==> src/rtl/regfile_pkg.sv <==
// Shared regfile definitions: width/constant macros (the defines.v set) and the FSM state type.
// Optional same-cycle write-to-read forwarding is enabled by defining REGFILE_BYPASS_EN.
`ifndef REGFILE_DEFINES_SV
`define REGFILE_DEFINES_SV
`define RADDR_WIDTH  5
`define RDATA_WIDTH  32
`define ZERO         32'h0000_0000
`define ZERO_REG     5'd0
`define REG_NUM      32
`define READ_ENABLE  1'b1
`define WRITE_ENABLE 1'b1
`endif

package regfile_pkg;

  typedef enum logic {
    ST_CLEAR = 1'b0,
    ST_RUN   = 1'b1
  } rf_state_e;

  localparam int unsigned AW = `RADDR_WIDTH;
  localparam int unsigned DW = `RDATA_WIDTH;

  // Clear walks entries 1..31; entry 0 is never stored.
  localparam logic [`RADDR_WIDTH-1:0] CLR_FIRST = `RADDR_WIDTH'(1);
  localparam logic [`RADDR_WIDTH-1:0] CLR_LAST  = `RADDR_WIDTH'(`REG_NUM - 1);

endpackage

==> src/rtl/regfile_if.sv <==
// Register-file bus: one write port, two read ports and the clear-done flag.
// Handshake: no valid/ready flow control; a write is taken on any rising clk edge with
// reg_we_i high while ready_o is high, and reads are purely combinational.
interface regfile_if;
  logic [`RADDR_WIDTH-1:0] reg_waddr_i;
  logic                    reg_we_i;
  logic [`RDATA_WIDTH-1:0] reg_wdata_i;
  logic                    reg1_re_i;
  logic [`RADDR_WIDTH-1:0] reg1_raddr_i;
  logic                    reg2_re_i;
  logic [`RADDR_WIDTH-1:0] reg2_raddr_i;
  logic [`RDATA_WIDTH-1:0] reg1_rdata_o;
  logic [`RDATA_WIDTH-1:0] reg2_rdata_o;
  logic                    ready_o;

  modport master (
    output reg_waddr_i, reg_we_i, reg_wdata_i,
    output reg1_re_i, reg1_raddr_i, reg2_re_i, reg2_raddr_i,
    input  reg1_rdata_o, reg2_rdata_o, ready_o
  );

  modport slave (
    input  reg_waddr_i, reg_we_i, reg_wdata_i,
    input  reg1_re_i, reg1_raddr_i, reg2_re_i, reg2_raddr_i,
    output reg1_rdata_o, reg2_rdata_o, ready_o
  );
endinterface

==> src/rtl/regfile_rd_port.sv <==
// One read port: zero for x0, disabled reads and while clearing; otherwise the stored
// entry, or the in-flight write data when REGFILE_BYPASS_EN is defined.
module regfile_rd_port
  import regfile_pkg::*;
(
    input  logic                    run_i,
    input  logic                    re_i,
    input  logic [`RADDR_WIDTH-1:0] raddr_i,
    input  logic [`RDATA_WIDTH-1:0] stored_i,
`ifdef REGFILE_BYPASS_EN
    input  logic                    we_i,
    input  logic [`RADDR_WIDTH-1:0] waddr_i,
    input  logic [`RDATA_WIDTH-1:0] wdata_i,
`endif
    output logic [`RDATA_WIDTH-1:0] rdata_o
);

    always_comb begin
        rdata_o = `ZERO;
        if (run_i && (re_i == `READ_ENABLE) && (raddr_i != `ZERO_REG)) begin
            rdata_o = stored_i;
`ifdef REGFILE_BYPASS_EN
            if ((we_i == `WRITE_ENABLE) && (waddr_i != `ZERO_REG) && (waddr_i == raddr_i)) begin
                rdata_o = wdata_i;
            end
`endif
        end
    end

endmodule

==> src/rtl/regfile.sv <==
// 31-entry register file (x0 hard-wired to zero) with an unreset array that a CLEAR
// FSM zeroes after every reset. Define REGFILE_BYPASS_EN for same-cycle write forwarding.
module regfile
  import regfile_pkg::*;
(
    input  logic      clk_i,
    input  logic      rst_i,
    regfile_if.slave  bus,
    output rf_state_e dbg_state_o
);

    rf_state_e               state_q, state_d;
    logic [`RADDR_WIDTH-1:0] clr_cnt_q, clr_cnt_d;
    logic                    ready_q;
    logic                    clr_active;

    // No reset on the array so it can map onto RAM; the FSM zeroes it instead.
    logic [`RDATA_WIDTH-1:0] mem [1:`REG_NUM-1];

    logic                    arr_we;
    logic [`RADDR_WIDTH-1:0] arr_addr;
    logic [`RDATA_WIDTH-1:0] arr_data;
    logic [`RDATA_WIDTH-1:0] stored1, stored2;

    always_ff @(posedge clk_i or posedge rst_i) begin
        if (rst_i) begin
            state_q   <= ST_CLEAR;
            clr_cnt_q <= CLR_FIRST;
            ready_q   <= 1'b0;
        end else begin
            state_q   <= state_d;
            clr_cnt_q <= clr_cnt_d;
            ready_q   <= (state_d == ST_RUN);
        end
    end

    always_comb begin
        state_d    = state_q;
        clr_cnt_d  = clr_cnt_q;
        clr_active = 1'b0;
        case (state_q)
            ST_CLEAR: begin
                clr_active = 1'b1;
                clr_cnt_d  = clr_cnt_q + `RADDR_WIDTH'(1);
                if (clr_cnt_q == CLR_LAST) begin
                    state_d = ST_RUN;
                end
            end
            ST_RUN: begin
                state_d = ST_RUN;
            end
            default: begin
                state_d = ST_CLEAR;
            end
        endcase
    end

    // The clear owns the array's single write port; bus writes are dropped until RUN.
    always_comb begin
        arr_we   = 1'b0;
        arr_addr = clr_cnt_q;
        arr_data = `ZERO;
        if (clr_active) begin
            arr_we = 1'b1;
        end else if ((bus.reg_we_i == `WRITE_ENABLE) && (bus.reg_waddr_i != `ZERO_REG)) begin
            arr_we   = 1'b1;
            arr_addr = bus.reg_waddr_i;
            arr_data = bus.reg_wdata_i;
        end
    end

    always_ff @(posedge clk_i) begin
        if (arr_we) begin
            mem[arr_addr] <= arr_data;
        end
    end

    always_comb begin
        stored1 = `ZERO;
        stored2 = `ZERO;
        if (bus.reg1_raddr_i != `ZERO_REG) stored1 = mem[bus.reg1_raddr_i];
        if (bus.reg2_raddr_i != `ZERO_REG) stored2 = mem[bus.reg2_raddr_i];
    end

    regfile_rd_port u_rd1 (
        .run_i    (state_q == ST_RUN),
        .re_i     (bus.reg1_re_i),
        .raddr_i  (bus.reg1_raddr_i),
        .stored_i (stored1),
`ifdef REGFILE_BYPASS_EN
        .we_i     (bus.reg_we_i),
        .waddr_i  (bus.reg_waddr_i),
        .wdata_i  (bus.reg_wdata_i),
`endif
        .rdata_o  (bus.reg1_rdata_o)
    );

    regfile_rd_port u_rd2 (
        .run_i    (state_q == ST_RUN),
        .re_i     (bus.reg2_re_i),
        .raddr_i  (bus.reg2_raddr_i),
        .stored_i (stored2),
`ifdef REGFILE_BYPASS_EN
        .we_i     (bus.reg_we_i),
        .waddr_i  (bus.reg_waddr_i),
        .wdata_i  (bus.reg_wdata_i),
`endif
        .rdata_o  (bus.reg2_rdata_o)
    );

    assign bus.ready_o = ready_q;
    assign dbg_state_o = state_q;

endmodule

==> src/flat_wrapper.sv <==
// flat-port wrapper written by rule: the top's interface ports become plain ports
module regfile_flat import regfile_pkg::*;
  (clk_i, rst_i, dbg_state_o, bus_reg_waddr_i, bus_reg_we_i, bus_reg_wdata_i, bus_reg1_re_i, bus_reg1_raddr_i, bus_reg2_re_i, bus_reg2_raddr_i, bus_reg1_rdata_o, bus_reg2_rdata_o, bus_ready_o);
  regfile_if bus_i ();
  input  logic clk_i;
  input  logic rst_i;
  output rf_state_e dbg_state_o;
  input wire logic [$bits(bus_i.reg_waddr_i)-1:0] bus_reg_waddr_i;
  input wire logic [$bits(bus_i.reg_we_i)-1:0] bus_reg_we_i;
  input wire logic [$bits(bus_i.reg_wdata_i)-1:0] bus_reg_wdata_i;
  input wire logic [$bits(bus_i.reg1_re_i)-1:0] bus_reg1_re_i;
  input wire logic [$bits(bus_i.reg1_raddr_i)-1:0] bus_reg1_raddr_i;
  input wire logic [$bits(bus_i.reg2_re_i)-1:0] bus_reg2_re_i;
  input wire logic [$bits(bus_i.reg2_raddr_i)-1:0] bus_reg2_raddr_i;
  output wire logic [$bits(bus_i.reg1_rdata_o)-1:0] bus_reg1_rdata_o;
  output wire logic [$bits(bus_i.reg2_rdata_o)-1:0] bus_reg2_rdata_o;
  output wire logic [$bits(bus_i.ready_o)-1:0] bus_ready_o;
  assign bus_i.reg_waddr_i = bus_reg_waddr_i;
  assign bus_i.reg_we_i = bus_reg_we_i;
  assign bus_i.reg_wdata_i = bus_reg_wdata_i;
  assign bus_i.reg1_re_i = bus_reg1_re_i;
  assign bus_i.reg1_raddr_i = bus_reg1_raddr_i;
  assign bus_i.reg2_re_i = bus_reg2_re_i;
  assign bus_i.reg2_raddr_i = bus_reg2_raddr_i;
  assign bus_reg1_rdata_o = bus_i.reg1_rdata_o;
  assign bus_reg2_rdata_o = bus_i.reg2_rdata_o;
  assign bus_ready_o = bus_i.ready_o;
  regfile u_core (.clk_i(clk_i), .rst_i(rst_i), .bus(bus_i), .dbg_state_o(dbg_state_o));
endmodule
==> config.mk <==
export PLATFORM = sky130hd
export DESIGN_NAME = regfile_flat
export DESIGN_NICKNAME = d
export VERILOG_FILES = /design/src/rtl/regfile_pkg.sv /design/src/rtl/regfile_if.sv /design/src/rtl/regfile_rd_port.sv /design/src/rtl/regfile.sv /design/src/flat_wrapper.sv
export SDC_FILE = /design/constraint.sdc
export NUM_CORES = 1
export LEC_CHECK = 0
export BUFFER_PORTS_ARGS = -buffer_cell sky130_fd_sc_hd__clkbuf_2
export CAP_MARGIN = 20
export CORE_MARGIN = 2
export CORE_UTILIZATION = 40
export CTS_CLUSTER_DIAMETER = 60
export CTS_CLUSTER_SIZE = 12
export DETAILED_ROUTE_END_ITERATION = 6
export HOLD_SLACK_MARGIN = 0.06
export PLACE_DENSITY_LB_ADDON = 0.1
export SLEW_MARGIN = 20
export SYNTH_ARGS = -nofsm -noshare
export SYNTH_HDL_FRONTEND = slang
export SYNTH_SLANG_ARGS = --single-unit
export TNS_END_PERCENT = 1
==> constraint.sdc <==
create_clock -name clk_i -period 9.4 [get_ports clk_i]
set_input_delay 0 -clock clk_i [delete_from_list [all_inputs] [get_ports clk_i]]
set_output_delay 0 -clock clk_i [all_outputs]
set_load 0.02 [all_outputs]
==> results of run 1 <==
==> power breakdown <==
part           internal [uW]  leakage (uW)  switching (uW)  total, uW
Sequential              4910        0.0104            1.84       4910
Clock                   2030       0.00141            1690       3720
Combinational            287       0.00687             574        861
==> path summary, 6_finish.rpt <==
path	endpoint	depth (start not counted)
worst min-delay path	u_core.mem[28][29]$_DFFE_PP_	2
worst min register to register	u_core.clr_cnt_q[0]$_DFFE_PP1N_	1
min in group asynchronous	u_core.clr_cnt_q[1]$_DFFE_PP0N_	4
worst max-delay path	bus_reg1_rdata_o[21]	5
max in group asynchronous	u_core.clr_cnt_q[0]$_DFFE_PP1N_	4
worst max register to register	u_core.mem[23][22]$_DFFE_PP_	5
==> per-layer routing <==
layer / routed length (microns) / share of wire, % / GRT usage, %
met2: 73600 / 44 / 40.7
met4: 5050 / 3.0 / 7.93
met1: 70900 / 43 / 40.4
met5: 0 / 0 / 0
met3: 16200 / 9.8 / 5.51
==> synthesized netlist by cell type (5+ instances only) <==
cell         n
a41oi_1     20
a221oi_1    31
and2_1      32
a211oi_1    79
mux4_2     346
dfrtp_1      5
buf_1       15
o2bb2ai_1   32
o22ai_1     19
a22o_1      13
edfxtp_1   992
mux2i_1    302
nor3_1      44
a21oi_1     17
a22oi_1     19
o31a_1      13
nand2b_1     5
nor2b_1     36
a21o_1      19
nand2_1     76
nor3b_1     15
o221ai_1    31
buf_2       55
a211o_1     32
o31ai_1     19
buf_6       19
buf_4       33
nor2_1      66
clkbuf_1    95
o21ai_0     31
mux2_2      78
==> logic make-up (layout without fill, tap and decap cells) <==
kind of cell,count (synthesis),after routing,share of synthesized area (%)
flops,998,998,63.3
xor+xnor,3,3,0.0556
buf+inv,222,397,2.51
simple gates,290,290,3.03
fa+ha+maj,2,2,0.0529
mux,727,727,24.7
compound gates,385,385,6.31
other cells,0,1,0
==> area by class of cell <==
cell class                 instances  area, sq um  area share [%]
inverter                           2         7.51          0.0142
clock buffer                     119         2680            5.05
multi-input combinational       1407        16500            31.1
timing repair buffer             246         1790            3.38
clock inverter                    30          216           0.408
sequential                       998        29900            56.5
tap                             1536         1920            3.62
antenna                            1         2.50         0.00472
==> registers in the layout (all words and copies together), names as in the netlist <==
| name | flops |
|---|---|
| u_core.mem | 992 |
| u_core.clr_cnt_q | 5 |
| u_core.dbg_state_o | 1 |
==> cell usage in the layout, fill, tap and decap left out, types with 5 or more instances in the layout <==
cell type and n:
edfxtp_1 992, mux4_2 346, mux2i_1 302, clkbuf_2 110, clkbuf_16 105, buf_4 91
a211oi_1 79, mux2_2 78, nand2_1 74, nor2_1 56, nor2b_1 33, o2bb2ai_1 32
a211o_1 32, o221ai_1 31, o21ai_0 31, a221oi_1 31, dlygate4sd3_1 30, nor3_1 29
a41oi_1 20, o22ai_1 19, o31ai_1 19, a21o_1 19, a22oi_1 19, and2_1 17
and2_2 17, a21oi_1 17, nor3_2 15, clkbuf_1 14, a22o_1 13, o31a_1 13
nor3b_2 11, clkinv_2 11, nor2_4 10, clkinvlp_4 7, buf_8 6, buf_12 6
clkinv_1 5, dfrtp_1 5
==> metrics by stage <==
step | area [sq um] | utilization, % | power, uW | setup WS (ns)
floorplan | 47300 | - | 5520 | 5.31
global placement | 49700 | 42.3 | 5840 | 5.50
detailed placement | 49800 | 42.3 | 5850 | 5.56
CTS | 52900 | 44.9 | 9540 | 5.55
global route | 53000 | 45.1 | 9740 | 5.50
finish | 53000 | 45.1 | 9490 | 5.45
==> worst max-delay path: stages (launching register included) <==
cell and delay (ns):
dfrtp_1 0.84, o311a_4 0.64, buf_4 0.49, o221ai_1 0.21
nor3_1 0.65, clkbuf_2 0.39
==> flow_summary.json, run 1 <==
{
  "grt_setup_unrepaired": "no",
  "cts-hold-fix-buffers": 18,
  "wire_length_of_the_first_global_routing_pass_mm": 229,
  "drtPass1Iterations": 5,
  "holdWs_ns": 0.186,
  "detail_route.drc_violations": 0,
  "reg2reg_setup_slack_ns": 5.77,
  "initial_core_utilization_pct": 40.2,
  "fin_crit_sh_pct": 42.0,
  "dominant_cells_by_area_after_synthesis": "edfxtp_1, mux4_2, mux2i_1, mux2_2, a211oi_1",
  "wl_mm": 166,
  "synth_flop_cell": "edfxtp_1",
  "synth-warning-count": 0,
  "via_count": 28800,
  "mappedNetlistArea_sq_um": 47300,
  "die_area_sq_um": 121000,
  "setup_viol": 0,
  "die_y_microns": 348,
  "postSynth.asyncResetShare_pct": 0.601,
  "grt_start_max_net_pins": 136,
  "synth-seq-cells": 998,
  "critPathKind": "reg -> out",
  "finalClockSkew_ns": 0.0190,
  "final_period_minus_worst_setup_slack_ns": 3.95,
  "critical_path.endpoint_type": "output port",
  "fin_setup_tns_ns": 0,
  "post_drt_wl_per_cell_microns": 38.2,
  "power.leakage_uw": 0.0186,
  "worst_setup_hold_path_clk_slew_ns": 0.06,
  "clk-insertion-delay-late_ns": 0.69,
  "max-cap-violations": 0,
  "irDropWorstVdd_mv": 0.142,
  "dp_hpwl_mm": 92.3,
  "die_x_microns": 348,
  "synthesis.nets": 2681,
  "timing.hold.worst.start": "bus_reg_wdata_i[29]",
  "postSynthCellCount": 2627,
  "placed_cells": 4157,
  "vias_per_cell": 6.64,
  "drt_iter0_drc": 3977,
  "setup.worst_path.start": "u_core.dbg_state_o$_DFF_PP0_",
  "num_rows": 126,
  "max_buffers_root_to_sink": 3,
  "fill_cells": 10100,
  "postSynthAreaPerCell_sq_um": 18.0,
  "grt_overflow": 0,
  "post_cts_resize_count": 0,
  "worst_margin_slew_ns": 1.16,
  "net_count_final": 2810,
  "status": "completed",
  "hold_viol_final": 0,
  "hp-class": "in -> reg",
  "detail-route-antenna-nets": 0,
  "yosysTopAreaCell": "edfxtp_1",
  "cts_setup_buffers": 0,
  "drive_above_1_share_pct": 30.1,
  "post_synth_num_cell_types": 57,
  "design.core.area_sq_um": 118000,
  "synth_top_area_share_pct": 63.0,
  "cts_sinks": 998,
  "worst_ep_required_time_ns": 9.40,
  "worst_slew_slack_as_a_fraction_of_its_limit_pct": 23.0,
  "timing.critical_path.arrival_ns": 3.95,
  "cts-buffers-inserted": 101,
  "clock_root_buffer": "clkbuf_16",
  "cellPowerDensity_nw_per_um2": 179,
  "global_route.usage.total_pct": 27.2,
  "cts_tree": "done",
  "gp_congestion": 0.797,
  "synth_seq_area_share_pct": 63.3,
  "crit_fanout": 23,
  "antenna_found_initial": 9,
  "ctsHtreeMaxLevel": 3,
  "instances_no_fill": 4339,
  "fmax_mhz": 253,
  "cp-start-kind": "register",
  "slew_viol_final": 0,
  "ios": 118,
  "port_buffers": 117,
  "regToRegStartpoint": "u_core.dbg_state_o$_DFF_PP0_",
  "grt_pass1_vias": 29000,
  "area.growth.synth_to_final_pct": 12.1,
  "synth_edf_count": 992
}
No activity file was read; power rests on OpenSTA's default activity.
==> run 2: changes to the inputs <==
Settings changed: ABC_AREA set to 1.
Clock period 9.4 ns to 3.2 ns, I/O delays scaled along.
==> run 2 against run 1 <==
  * Setup slack lost 5.1 ns
  * Critical endpoint is now bus_reg2_rdata_o[1]
  * Register-to-register slack lost 5.2 ns
  * Critical path type unchanged
  * Largest power group unchanged
  * Critical path depth grew 2
  * Die area grew 13%
  * Design area grew 14%
  * Global-route usage grew 2.7 points
  * Wire length grew 26%
==> flow_summary.json, run 2 <==
{
  "largest_register_ffs": 992,
  "global_route.usage.total_pct": 30.0,
  "grt_setup_unrepaired": "no",
  "worst_path_most_repeated_cell": "buf_4",
  "grt_pass1_vias": 43200,
  "die_area_sq_um": 137000,
  "share_seq_of_total_power_pct": 46.3,
  "gp_congestion": 0.835,
  "worstHoldPathCells": 4,
  "reg2reg_setup_slack_ns": 0.56,
  "design.core.area_sq_um": 133000,
  "worst_setup_hold_path_clk_slew_ns": 0.06,
  "cp_slowest_cell": "nor2_1",
  "postSynthCellCount": 6536,
  "cts_tree": "done",
  "r2r-end": "u_core.mem[5][21]$_DFFE_PP_",
  "postSynthAreaPerCell_sq_um": 8.20,
  "net_count_final": 6595,
  "worst_slew_slack_as_a_fraction_of_its_limit_pct": 20.3,
  "synth-seq-cells": 998,
  "worst_margin_slew_ns": 1.20,
  "timing.hold.worst.start": "bus_reg_we_i",
  "via_count": 46500,
  "critical_path.endpoint_type": "output port",
  "finalClockSkew_ns": 0.0274,
  "p_comb_share_pct": 11.5,
  "clock_root_buffer": "clkbuf_16",
  "p_sw_uw": 8260,
  "cts-buffers-inserted": 112,
  "hp-class": "in -> reg",
  "antenna_found_initial": 5,
  "drtPass1Iterations": 6,
  "cts_sinks": 998,
  "post_synth_num_cell_types": 26,
  "cp-start-kind": "register",
  "crit_path_cell_trace": "buf_4 -> o211ai_2 -> inv_2 -> buf_4 -> nand2_1 -> nor2_1 -> clkbuf_2",
  "die_y_microns": 370,
  "dp_hpwl_mm": 113,
  "synth_top_area_share_pct": 55.6,
  "synth.most_common_cell": "nand2_1",
  "hold_viol_final": 0,
  "fmax_mhz": 346,
  "clkPwrFrac_pct": 42.2,
  "cpPeakStageDelay_ns": 0.56,
  "critPathKind": "reg -> out",
  "vias_per_cell": 5.55,
  "num_rows": 134,
  "irDropWorstVdd_mv": 0.393,
  "die_x_microns": 370,
  "synthesis.nets": 6590,
  "max_buffers_root_to_sink": 3,
  "fin_crit_sh_pct": 90.4,
  "registers.top_by_ff_count": "u_core.mem",
  "synth_flop_cell": "edfxtp_1",
  "dominant_cells_by_area_after_synthesis": "edfxtp_1, nand2_1, nand3_1, inv_1, buf_2",
  "post_drt_wl_per_cell_microns": 24.9,
  "detail-route-antenna-nets": 0,
  "yosysTopAreaCell": "edfxtp_1",
  "cts_setup_buffers": 0,
  "fin_setup_tns_ns": 0,
  "max-cap-violations": 0,
  "switching_share_pct": 26.5,
  "mostFrequentLayoutCell": "nand2_1",
  "whs_endpoint": "u_core.mem[11][6]$_DFFE_PP_",
  "worst_r2r_path_depth": 6,
  "ios": 118,
  "synth_seq_area_share_pct": 55.9,
  "synth_edf_count": 992,
  "synth-warning-count": 0,
  "crit_family": "buffers and inverters",
  "postPlaceCellArea_sq_um": 56500,
  "port_buffers": 117,
  "initial_core_utilization_pct": 40.2,
  "regToRegStartpoint": "u_core.dbg_state_o$_DFF_PP0_",
  "internal_power_uw": 22900,
  "timing.critical_path.arrival_ns": 2.89,
  "wire_length_of_the_first_global_routing_pass_mm": 301,
  "mappedNetlistArea_sq_um": 53600,
  "antenna-diode-count": 0,
  "ctsHtreeMaxLevel": 3,
  "final_period_minus_worst_setup_slack_ns": 2.89,
  "status": "completed",
  "grt_start_max_net_pins": 168,
  "crit_fanout": 12,
  "setup_viol": 0,
  "drt_iter0_drc": 6126,
  "most_frequent_cells_in_the_layout": "nand2_1, nand3_1, edfxtp_1",
  "yosys-top-cells-count": "nand2_1, nand3_1, edfxtp_1, inv_1, buf_2",
  "detail_route.drc_violations": 0,
  "worst_ep_required_time_ns": 3.20,
  "power.leakage_uw": 0.0267,
  "path_buf_inv": 4,
  "postSynth.asyncResetShare_pct": 0.601,
  "final_design_area_no_fill_sq_um": 60400,
  "wl_mm": 209,
  "area.growth.synth_to_final_pct": 12.8,
  "clk-insertion-delay-late_ns": 0.74,
  "drive_above_1_share_pct": 8.01,
  "slew_viol_final": 0,
  "grt_overflow": 0,
  "cellPowerDensity_nw_per_um2": 516
}
run 2: cell count changes after synthesis, sizes merged, moves of 43 or more:
cell    previous run  this run
nand2             76      2259
nand3              1      1612
inv                2       889
mux4             346         0
mux2i            303         0
buf              122       364
nor2              66       196
a21oi             17       128
a211oi            79         0
mux2              78         0
nor3              44         1
run 2: cells by family after synthesis:
kind of cell | count (synthesis) | share of synthesized area (%)
AO/OA/AOI/OAI | 134 | 1.27
XOR/XNOR | 3 | 0.0491
adder cells (fa/ha/maj) | 2 | 0.0467
buffers and inverters | 1325 | 10.4
flip-flops | 998 | 55.9
AND/OR/NAND/NOR | 4074 | 32.4
run 2: power groups by stage:
stage               clock (uW)  sequential (uW)  combinational (uW)
global placement             0            14700                3490
CTS                      13300            14400                3540
global route             13800            14400                3830
detailed placement           0            14700                3500
finish                   13100            14400                3590
floorplan                    0            14700                2100
run 2: worst reg2reg max path, stage by stage, from the launching register on:
cell,delay [ns]
dfrtp_1,0.36
nand3_2,0.27
o21ai_0,0.30
nand2_1,0.47
buf_4,0.33
nor2_4,0.10
buf_4,0.42
run 2: what timing repair did:
action | 4_1_cts | 5_1_grt
hold endpoints to repair | 998 | 0
hold buffers | 34 | 0
resized for setup | 0 | 0
run 2: layer usage:
metal | part of all wire [%] | up-vias | global-route usage (%)
met5 | 0.011 | - | 0
li1 | - | 21200 | -
met4 | 3.5 | 4 | 10.7
met3 | 9.3 | 371 | 4.59
met2 | 45 | 2605 | 46.8
met1 | 43 | 22300 | 42.3
run 2: layout make-up:
class	count	area [sq um]
fillers	13000	72700
flip-flops and latches	998	29900
multi-input cells	4213	18400
inverters	889	3380
repair buffers	327	2890
clock buffers	120	2850
well taps	1768	2210
clock inverters	61	757
run 2: worst max path at each step:
stage               slack [ns]                           to                    startpoint  depth (start not counted)
floorplan                 0.18  u_core.mem[16][0]$_DFFE_PP_  u_core.dbg_state_o$_DFF_PP0_                          7
finish                    0.31          bus_reg2_rdata_o[1]  u_core.dbg_state_o$_DFF_PP0_                          7
CTS                       0.27          bus_reg2_rdata_o[1]  u_core.dbg_state_o$_DFF_PP0_                          7
detailed placement        0.61          bus_reg1_rdata_o[9]           bus_reg1_raddr_i[1]                         10
global route              0.26          bus_reg2_rdata_o[1]  u_core.dbg_state_o$_DFF_PP0_                          7
global placement          0.60          bus_reg1_rdata_o[9]           bus_reg1_raddr_i[1]                         10
run 2: stage by stage:
stage | hold slack, ns | setup slack, ns | util (%) | power, uW | instances
4_1_cts | 0.0891 | 0.270 | 45.4 | 31300 | 8376
3_3_place_gp | -0.0592 | 0.603 | 42.4 | 18200 | 8161
2_1_floorplan | -0.210 | 0.183 | - | 16800 | 6536
3_5_place_dp | -0.0574 | 0.615 | 42.4 | 18200 | 8161
5_1_grt | 0.169 | 0.262 | 45.4 | 32000 | 8376
6_report | 0.127 | 0.308 | 45.4 | 31100 | 8376
